===== src/rtl/reg_arb_pkg.sv =====
`default_nettype none
// ============================================================================
//  Module      : reg_arb_pkg
//  Description : Shared types and constants for the register-A load arbiter.
//  Revision    : 1.0 - initial release
// ============================================================================
package reg_arb_pkg;

    localparam int c_DATA_W = 32;
    localparam int c_IDX_W  = 3;

    // Wide enough for the largest supported requester count (8).
    typedef logic [c_IDX_W-1:0] ownerIdx_t;

    typedef enum logic [0:0] {
        IDLE = 1'b0,
        LOAD = 1'b1
    } arbState_t;

endpackage
`default_nettype wire


===== src/rtl/reg_load_arbiter_if.sv =====
`default_nettype none
// ============================================================================
//  Module      : reg_load_arbiter_if
//  Description : Requester bundle and register-A status for the load arbiter.
//  Revision    : 1.0 - initial release
// ============================================================================
interface reg_load_arbiter_if
    import reg_arb_pkg::*;
#(
    parameter int NUM_REQ = 4,
    parameter int DATA_W  = c_DATA_W
);
    localparam int IDX_W = $clog2(NUM_REQ);

    logic [NUM_REQ-1:0]        req_valid;
    logic [NUM_REQ*DATA_W-1:0] req_data;
    logic [NUM_REQ-1:0]        req_lock;
    logic [NUM_REQ-1:0]        req_ready;
    logic [DATA_W-1:0]         data_out;
    logic                      data_vld;
    logic [IDX_W-1:0]          owner_id;
    logic                      load_done;

    modport master (
        output req_valid, req_data, req_lock,
        input  req_ready, data_out, data_vld, owner_id, load_done
    );

    modport slave (
        input  req_valid, req_data, req_lock,
        output req_ready, data_out, data_vld, owner_id, load_done
    );

endinterface
`default_nettype wire


===== src/rtl/reg_a_core.sv =====
`default_nettype none
// ============================================================================
//  Module      : reg_a_core
//  Description : Load/hold data register with asynchronous clear to zero.
//  Revision    : 1.0 - initial release
// ============================================================================
module reg_a_core
    import reg_arb_pkg::*;
#(
    parameter int DATA_W = c_DATA_W
) (
    input  logic              clk,
    input  logic              rst_n,
    input  logic              load,
    input  logic [DATA_W-1:0] din,
    output logic [DATA_W-1:0] dout
);

    logic [DATA_W-1:0] r_q;

    always_ff @(posedge clk or negedge rst_n) begin
        if (!rst_n) begin
            r_q <= '0;
        end else if (load) begin
            r_q <= din;
        end
    end

    assign dout = r_q;

endmodule
`default_nettype wire


===== src/rtl/reg_load_arbiter.sv =====
`default_nettype none
// ============================================================================
//  Module      : reg_load_arbiter
//  Description : Round-robin arbiter/sequencer driving the register-A load
//                strobe. Optional grant locking enabled by REG_ARB_LOCK_EN.
//  Revision    : 1.0 - initial release
// ============================================================================
module reg_load_arbiter
    import reg_arb_pkg::*;
#(
    parameter int NUM_REQ  = 4,
    parameter int DATA_W   = c_DATA_W,
    parameter int MAX_LOCK = 4
) (
    input  logic              clk,
    input  logic              rst_n,
    reg_load_arbiter_if.slave bus
);

    localparam int        IDX_W  = $clog2(NUM_REQ);
    localparam ownerIdx_t c_LAST = ownerIdx_t'(NUM_REQ - 1);

    arbState_t          r_state;
    arbState_t          w_nextState;
    ownerIdx_t          r_rrPtr;
    ownerIdx_t          r_winner;
    ownerIdx_t          w_winner;
    ownerIdx_t          w_upIdx;
    ownerIdx_t          w_anyIdx;
    ownerIdx_t          w_advPtr;
    ownerIdx_t          w_nextPtr;
    logic               w_upFound;
    logic               w_anyFound;
    logic               w_found;
    logic               w_load;
    logic               w_winLock;
    logic [NUM_REQ-1:0] w_ready;
    logic [DATA_W-1:0]  w_winData;
    logic [DATA_W-1:0]  r_capData;
    logic [DATA_W-1:0]  w_dataOut;
    logic               r_dataVld;
    logic               r_loadDone;
    logic [IDX_W-1:0]   r_ownerId;

    // Descending scan leaves the lowest index in each class; indices at or
    // above the pointer take precedence over the wrapped-around ones.
    always_comb begin
        w_upFound  = 1'b0;
        w_anyFound = 1'b0;
        w_upIdx    = '0;
        w_anyIdx   = '0;
        for (int i = NUM_REQ - 1; i >= 0; i--) begin
            if (bus.req_valid[i]) begin
                w_anyFound = 1'b1;
                w_anyIdx   = ownerIdx_t'(i);
                if (ownerIdx_t'(i) >= r_rrPtr) begin
                    w_upFound = 1'b1;
                    w_upIdx   = ownerIdx_t'(i);
                end
            end
        end
        w_found  = w_anyFound;
        w_winner = w_upFound ? w_upIdx : w_anyIdx;
    end

    always_comb begin
        w_winData = '0;
        w_winLock = 1'b0;
        for (int i = 0; i < NUM_REQ; i++) begin
            if (w_winner == ownerIdx_t'(i)) begin
                w_winData = bus.req_data[i*DATA_W +: DATA_W];
                w_winLock = bus.req_lock[i];
            end
        end
    end

    assign w_advPtr = (r_winner == c_LAST) ? '0 : r_winner + 1'b1;

    always_ff @(posedge clk or negedge rst_n) begin
        if (!rst_n) begin
            r_state <= IDLE;
        end else begin
            r_state <= w_nextState;
        end
    end

    always_comb begin
        w_nextState = r_state;
        case (r_state)
            IDLE:    if (w_found) w_nextState = LOAD;
            LOAD:    w_nextState = IDLE;
            default: w_nextState = IDLE;
        endcase
    end

    // Ready is held low while reset is asserted, even though the state is IDLE.
    always_comb begin
        w_load  = (r_state == LOAD);
        w_ready = '0;
        for (int i = 0; i < NUM_REQ; i++) begin
            w_ready[i] = rst_n && (r_state == IDLE) && w_found
                         && (w_winner == ownerIdx_t'(i));
        end
    end

`ifdef REG_ARB_LOCK_EN
    localparam logic [3:0] c_MAX_LOCK = 4'(MAX_LOCK);

    logic       r_capLock;
    logic [3:0] r_lockCnt;
    logic [3:0] w_lockBeats;
    logic [3:0] w_nextLockCnt;

    // A locked grant pins the pointer on the winner until MAX_LOCK beats.
    always_comb begin
        w_lockBeats = ((r_lockCnt != 4'd0) && (r_winner[IDX_W-1:0] == r_ownerId))
                      ? r_lockCnt + 4'd1 : 4'd1;
        if (r_capLock && (w_lockBeats < c_MAX_LOCK)) begin
            w_nextPtr     = r_winner;
            w_nextLockCnt = w_lockBeats;
        end else begin
            w_nextPtr     = w_advPtr;
            w_nextLockCnt = '0;
        end
    end

    always_ff @(posedge clk or negedge rst_n) begin
        if (!rst_n) begin
            r_capLock <= 1'b0;
            r_lockCnt <= '0;
        end else if ((r_state == IDLE) && w_found) begin
            r_capLock <= w_winLock;
        end else if (r_state == LOAD) begin
            r_lockCnt <= w_nextLockCnt;
        end
    end
`else
    logic w_unusedLock;

    assign w_unusedLock = ^{bus.req_lock, w_winLock, MAX_LOCK};
    assign w_nextPtr    = w_advPtr;
`endif

    always_ff @(posedge clk or negedge rst_n) begin
        if (!rst_n) begin
            r_capData  <= '0;
            r_winner   <= '0;
            r_rrPtr    <= '0;
            r_ownerId  <= '0;
            r_dataVld  <= 1'b0;
            r_loadDone <= 1'b0;
        end else begin
            r_loadDone <= (r_state == LOAD);
            if ((r_state == IDLE) && w_found) begin
                r_capData <= w_winData;
                r_winner  <= w_winner;
            end
            if (r_state == LOAD) begin
                r_ownerId <= r_winner[IDX_W-1:0];
                r_dataVld <= 1'b1;
                r_rrPtr   <= w_nextPtr;
            end
        end
    end

    reg_a_core #(
        .DATA_W (DATA_W)
    ) u_regA (
        .clk   (clk),
        .rst_n (rst_n),
        .load  (w_load),
        .din   (r_capData),
        .dout  (w_dataOut)
    );

    assign bus.req_ready = w_ready;
    assign bus.data_out  = w_dataOut;
    assign bus.data_vld  = r_dataVld;
    assign bus.owner_id  = r_ownerId;
    assign bus.load_done = r_loadDone;

endmodule
`default_nettype wire

===== src/flat_wrapper.sv =====
// flat-port wrapper written by rule: the top's interface ports become plain ports
module reg_load_arbiter_flat import reg_arb_pkg::*;
#(
    parameter int NUM_REQ  = 4,
    parameter int DATA_W   = c_DATA_W,
    parameter int MAX_LOCK = 4
)
  (clk, rst_n, bus_req_valid, bus_req_data, bus_req_lock, bus_req_ready, bus_data_out, bus_data_vld, bus_owner_id, bus_load_done);
  reg_load_arbiter_if #(.NUM_REQ(NUM_REQ), .DATA_W(DATA_W)) bus_i ();
  input  logic clk;
  input  logic rst_n;
  input wire logic [$bits(bus_i.req_valid)-1:0] bus_req_valid;
  input wire logic [$bits(bus_i.req_data)-1:0] bus_req_data;
  input wire logic [$bits(bus_i.req_lock)-1:0] bus_req_lock;
  output wire logic [$bits(bus_i.req_ready)-1:0] bus_req_ready;
  output wire logic [$bits(bus_i.data_out)-1:0] bus_data_out;
  output wire logic [$bits(bus_i.data_vld)-1:0] bus_data_vld;
  output wire logic [$bits(bus_i.owner_id)-1:0] bus_owner_id;
  output wire logic [$bits(bus_i.load_done)-1:0] bus_load_done;
  assign bus_i.req_valid = bus_req_valid;
  assign bus_i.req_data = bus_req_data;
  assign bus_i.req_lock = bus_req_lock;
  assign bus_req_ready = bus_i.req_ready;
  assign bus_data_out = bus_i.data_out;
  assign bus_data_vld = bus_i.data_vld;
  assign bus_owner_id = bus_i.owner_id;
  assign bus_load_done = bus_i.load_done;
  reg_load_arbiter #(.NUM_REQ(NUM_REQ), .DATA_W(DATA_W), .MAX_LOCK(MAX_LOCK)) u_core (.clk(clk), .rst_n(rst_n), .bus(bus_i));
endmodule

===== config.mk =====
export PLATFORM = sky130hd
export DESIGN_NAME = reg_load_arbiter_flat
export DESIGN_NICKNAME = d
export VERILOG_FILES = /design/src/rtl/reg_arb_pkg.sv /design/src/rtl/reg_load_arbiter_if.sv /design/src/rtl/reg_a_core.sv /design/src/rtl/reg_load_arbiter.sv /design/src/flat_wrapper.sv
export SDC_FILE = /design/constraint.sdc
export NUM_CORES = 1
export LEC_CHECK = 0
export ABC_CLOCK_PERIOD_IN_PS = 2100
export CORE_AREA = 2 2 101 103
export CTS_CLUSTER_DIAMETER = 120
export DETAILED_ROUTE_END_ITERATION = 10
export DIE_AREA = 0 0 103 105
export PLACE_DENSITY = 0.85
export SYNTH_ARGS = -nofsm -noshare
export SYNTH_HDL_FRONTEND = slang
export SYNTH_HIERARCHICAL = 1
export SYNTH_SLANG_ARGS = --single-unit

===== constraint.sdc =====
create_clock -name clk -period 2.1 [get_ports clk]
set_clock_uncertainty 0.05 [all_clocks]
set_input_delay 0.42 -clock clk [delete_from_list [all_inputs] [get_ports clk]]
set_output_delay 0.42 -clock clk [all_outputs]
set_load 0.03 [all_outputs]

Yosys cells after proc, flatten, opt, wreduce, memory -nomap -nowiden
Index checks and enable logic that the tools add are counted.

Bitwise logic cells: 1. Equal/unequal tests: 4. Order comparisons: 4. $add $sub $neg: 1. Reduce and logical (&&, ||, !) cells: 8. Multiplexer cells: 32.

Operator list (number): 32-bit two-way mux (4); 3-bit two-way mux (11); 1-bit two-way mux (13); 3-bit by 2-bit == test with 1-bit output, second input constant (3); 1-bit logical AND (7); 1-bit by 3-bit >= comparator with 1-bit output, first input constant (2); 2-bit by 3-bit >= comparator with 1-bit output, first input constant (2); 2-bit two-way mux (3); 3-bit by 1-bit adder with 3-bit output, second input constant (1); 3-bit by 1-bit == test with 1-bit output, second input constant (1); 3-bit zero test (1); 1-bit case mux with 2 select lines (1); 1-bit inverter (1).

Bits of input ports: 138. Output and inout port bits: 40. Logic and storage cells: 58. Flip-flop bits (word level): 75.

Logic depth before layout (Yosys ltp)
Gate-level depths: netlist (run 1).

Depth after elaboration: 15. Depth in mapped cells: 8. Mapped depth without buffers: 6.

Modules after synthesis
The synthesis (run 1) kept the hierarchy.

By module, submodules not included: reg_load_arbiter (instances 1, area an instance 2751.4 um^2, sequential area each 1026.0 um^2, cells an instance 290); reg_a_core (instances 1, area an instance 1345.0 um^2, sequential area each 800.8 um^2, cells an instance 68).

Worst setup path after synthesis (run 1)
Ideal clock, no wire load.

Kind: flip-flop to output port. From: register u_core.r_rrPtr[1]. To: output port bus_req_ready[0]. Cell stages (with the launch flop): 8. Arrival time: 1876 ps. Path slack: -246 ps. Path buffers: 3. Required time: 1630 ps. Cell sequence: dfrtp_1 buf_6 or3b_2 clkbuf_1 clkbuf_1 nand2_1 nand3_1 nor2_1.

Longest elaborated chain between the ends: 12. Elaborated cells on any way between the ends: 23. Classes of those cells: order compare (4); mux (17); reduce/logical (2).

Ends and longest elaborated chain: start, declared (line reg_load_arbiter.sv:25) `ownerIdx_t r_rrPtr;`; start signal, assigned (line reg_load_arbiter.sv:161) `r_rrPtr <= w_nextPtr;`; 2-bit by 3-bit >= comparator with 1-bit output (line reg_load_arbiter.sv:56) `if (ownerIdx_t'(i) >= r_rrPtr) begin`; 2-bit two-way mux / 1-bit two-way mux (equally long branches) (line reg_load_arbiter.sv:56); 2-bit two-way mux / 1-bit two-way mux (equally long branches) (line reg_load_arbiter.sv:53) `if (bus.req_valid[i]) begin`; 3-bit two-way mux / 1-bit two-way mux (equally long branches) (line reg_load_arbiter.sv:56); 3-bit two-way mux / 1-bit two-way mux (equally long branches) (line reg_load_arbiter.sv:53); 3-bit two-way mux / 1-bit two-way mux (equally long branches) (line reg_load_arbiter.sv:56); 3-bit two-way mux / 1-bit two-way mux (equally long branches) (line reg_load_arbiter.sv:53); 3-bit two-way mux / 1-bit two-way mux (equally long branches) (line reg_load_arbiter.sv:56); 3-bit two-way mux / 1-bit two-way mux (equally long branches) (line reg_load_arbiter.sv:53); 3-bit two-way mux (*) (line reg_load_arbiter.sv:63) `w_winner = w_upFound ? w_upIdx : w_anyIdx;`; 3-bit zero test (*) (line reg_load_arbiter.sv:102) `&& (w_winner == ownerIdx_t'(i));`; 1-bit logical AND (*) (line reg_load_arbiter.sv:102); end, declared (line flat_wrapper.sv:15) `output wire logic [$bits(bus_i.req_ready)-1:0] bus_req_ready;`.

Every way passes the cells marked *; elsewhere a longest branch is shown, timed or not.

Worst setup path in the final report (run 1)
From: input port bus_req_valid[0]. To: output port bus_req_ready[0].

Longest elaborated chain between the ends: 4. Elaborated cells on any way between the ends: 8. Classes of those cells: mux (5); reduce/logical (3).

Ends and longest elaborated chain: start, declared (line flat_wrapper.sv:12) `input wire logic [$bits(bus_i.req_valid)-1:0] bus_req_valid;`; 3-bit two-way mux / 1-bit two-way mux (equally long branches) (line reg_load_arbiter.sv:53); 3-bit two-way mux (line reg_load_arbiter.sv:63); 3-bit zero test (line reg_load_arbiter.sv:102); 1-bit logical AND (*) (line reg_load_arbiter.sv:102).

Marked as above.

==> results by group, run 1 <==
Timing
  – Min Hold Slack: 0.103 ns
  – Min Tclk post-route: 2.17 ns
  – Unrepaired setup endpoints after global routing: yes
  – Final setup vio count: 4
  – Fin Setup TNS: -0.260 ns
  – Relative slew slack: 54.1%
  – Final period utilization: 103%
  – Slew at the pin with the worst max-slew slack: 0.688 ns
  – Worst setup margin: -0.0678 ns
  – Final hold vios: 0
  – Max Freq: 0.461 GHz
  – Final Max Slew Viols: 0

Detailed routing
  – DR WL/cell: 18.4 um
  – Vias after detailed routing: 3704
  – Final wirelength: 12.5 mm
  – Post-route ant nets: 0
  – Router iterations before antenna repair: 4
  – Remaining DRCs: 0
  – Initial DRC count: 196
  – Avg Vias per Cell: 5.44

Critical path
  – Startpoint types: primary input
  – Delay of the slowest cell on the worst path: 0.37 ns
  – Crit Path Max Fanout: 5
  – CP cell instances: dlygate4sd2_1, a21oi_2, o21a_1, o22a_1, nor2_4, buf_6
  – CP Class: primary input to output port
  – Slowest stage cell, crit path: dlygate4sd2_1
  – Crit path DAT: 1.70 ns
  – Crit. End Element: output port
  – Req. time, crit path: 1.63 ns

Place
  – Port Buffer Count: 173
  – Place WS: -0.461 ns
  – DP Area: 0.00602 mm^2
  – Hpwl dp: 8.82 mm
  – GP Congestion: 0.843
  – Placed cell count: 657

Final layout
  – Multi-input gate area: 0.00210 mm^2
  – Area Growth Syn to Fin: 55.1%
  – Antenna Cells: 0
  – Commonest cells after routing, fill and taps aside: clkdlybuf4s50_1, dfrtp_1, nand3_1
  – Util after Layout: about two thirds
  – Fin cells: between 600 and 700
  – Finished Cell Area: roughly 0.0064 mm^2
  – Share of layout cells above drive strength 1: 23.7%
  – Filler instances: 787
  – Leading cell type in the layout, fill and taps excluded: clkdlybuf4s50_1
  – Fin nets: 682
  – Sequential cell area: 0.00183 mm^2

Synthesis
  – Syn Std Cell Area: 0.00410 mm^2
  – Synth area leader: dfrtp_1
  – Post-synth top area share: 44.6%
  – Yosys reg bits: 73
  – Syn_area_per_cell: ~11 um^2
  – Number of synthesized flops with an enable pin: 0
  – Ys Warns: 6
  – Sequential fraction of the synthesis area: 44.6%
  – Ys flop type: dfrtp_1
  – Syn Inst Count: 358
  – Post-synth ARST share: 100%
  – Synth Net Count: 497
  – Cell variety after synth: 34
  – Synth area leaders: dfrtp_1, mux2_4, mux2i_1, nand3_1, a211o_1

Global routing
  – Overall routing resource usage: 23.5%
  – GR Util met3: 3.68%
  – Busiest grt layer: met2
  – GR Util met2: about two fifths
  – Antenna violations before repair: 0
  – Largest net degree at the start of global routing: 52
  – First-pass GRT wire length: 19.8 mm
  – Number of global-route vias before repair: 4013
  – Met1 usage: 29.8%
  – GRT overflow: 0

Power
  – Pwr dens: 1270 mW/mm^2
  – Leakage power: 2.66 nW
  – Design Power: 8.09 mW
  – Worst vdd ir: 0.000805 V

Clock tree
  – Hold Buf Count CTS: 0
  – CTS root buf: clkbuf_8
  – Clock transition at the registers of the reported paths: roughly 0.080 ns
  – Skew-Pair Late Insertion Delay: 0.34 ns
  – Num Clock Sinks: 73
  – CTS buffer count: 9
  – CTS tree: built
  – Htree depth: 3
  – Max clock buf depth: 2

Run
  – Max Cap Viol: 0

Outcome
  – Failing checks: negative setup slack
  – Status: finished, violations left

Die
  – Initial Util: 42.5%
  – Core area: 0.00964 mm^2
  – Die X: between 100 and 150 um
  – Die area: 0.0108 mm^2
  – # IOs: between 150 and 200
  – Row count: 36
  – Die Y: 105 um

Min path
  – Hold Crit Class: primary input to async pin
==> cell usage after synthesis (2+ instances only) <==
cell,count
buf_2,6
o21ai_0,33
o211ai_2,4
mux2_4,33
a211o_1,24
nand3_1,42
mux2_2,11
clkbuf_1,17
mux2i_1,25
nor2_1,5
buf_6,2
a21oi_1,2
dfrtp_1,73
o221a_1,3
o22a_1,2
o211ai_1,20
clkbuf_2,3
o22ai_2,2
buf_12,5
nand2_1,27
o221a_2,6
==> flip-flops by register name, summed over array words and instances (netlist names) <==
register and count:
u_core/r_rrPtr 2, u_core/bus.data_vld 1, u_core/r_winner 2, u_core/u_regA/dout 32
u_core/bus.load_done 1, u_core/r_capData 32, u_core/bus.owner_id 2, u_core/r_state 1
==> path summary, 6_finish.rpt <==
kind,from,end,slack (ns),cells after the start
max in group asynchronous,rst_n,u_core/r_rrPtr[1],1.42,2
min in group clk,u_core/bus.data_vld,u_core/bus.data_vld,0.42,1
worst max-delay path,bus_req_valid[0],bus_req_ready[0],-0.07,6
worst min register to register,u_core/bus.data_vld,u_core/bus.data_vld,0.42,1
worst min-delay path,rst_n,u_core/bus.data_vld,0.10,2
worst max register to register,u_core/r_rrPtr[1],u_core/r_capData[14],0.06,7
==> power by group <==
group	switching (mW)	internal, mW
registers	0.411	2.08
logic	2.17	2.20
clock network	0.536	0.700
==> layer usage <==
layer / up-vias / routed length, um
li1: 1705 / -
met1: 1841 / 5160
met2: 136 / 6290
met3: 22 / 838
met4: 0 / 242
met5: - / 0
==> cells by family after synthesis <==
family	Yosys count	synth area share, %
muxes	69	21.2
DFF	73	44.6
and+or+nand+nor	80	9.32
buffers and inverters	36	6.20
AOI/OAI and AO/OA	99	18.4
adders and majority gates	1	0.305
==> layout make-up <==
class                      count  share of cell area (%)
clock inverter                 5                    1.26
timing repair buffer         208                    31.9
clock buffer                  11                    2.23
multi-input combinational    249                    33.1
inverter                       2                   0.158
sequential                    73                    28.8
tap                          133                    2.62
==> worst max-delay path: cells and delay by family <==
| family | cells | cell delay (ns) |
|---|---|---|
| buf+inv | 2 | 0.50 |
| simple gates | 1 | 0.14 |
| compound gates | 3 | 0.63 |
==> repair_timing <==
action                     CTS  global route
setup endpoints to repair   28            11
pin swaps                    8             0
resized for setup           17             1
cloned                       0             0
buffers inserted             6             2
(Power assumes the default switching activity.)
==> run 2, diff against run 1 <==
Settings changed: ABC_CLOCK_PERIOD_IN_PS 2100 to default, CAP_MARGIN from default to 20.
==> results of run 2 <==
Same layout as run 1: the final DEF is identical, and so are final timing and power.
==> run 3, diff against run 2 <==
Settings changed: CAP_MARGIN 20 to 15, CTS_CLUSTER_SIZE from default to 12.
==> results of run 3 <==
Same layout as run 1: the final DEF is identical, and so are final timing and power.
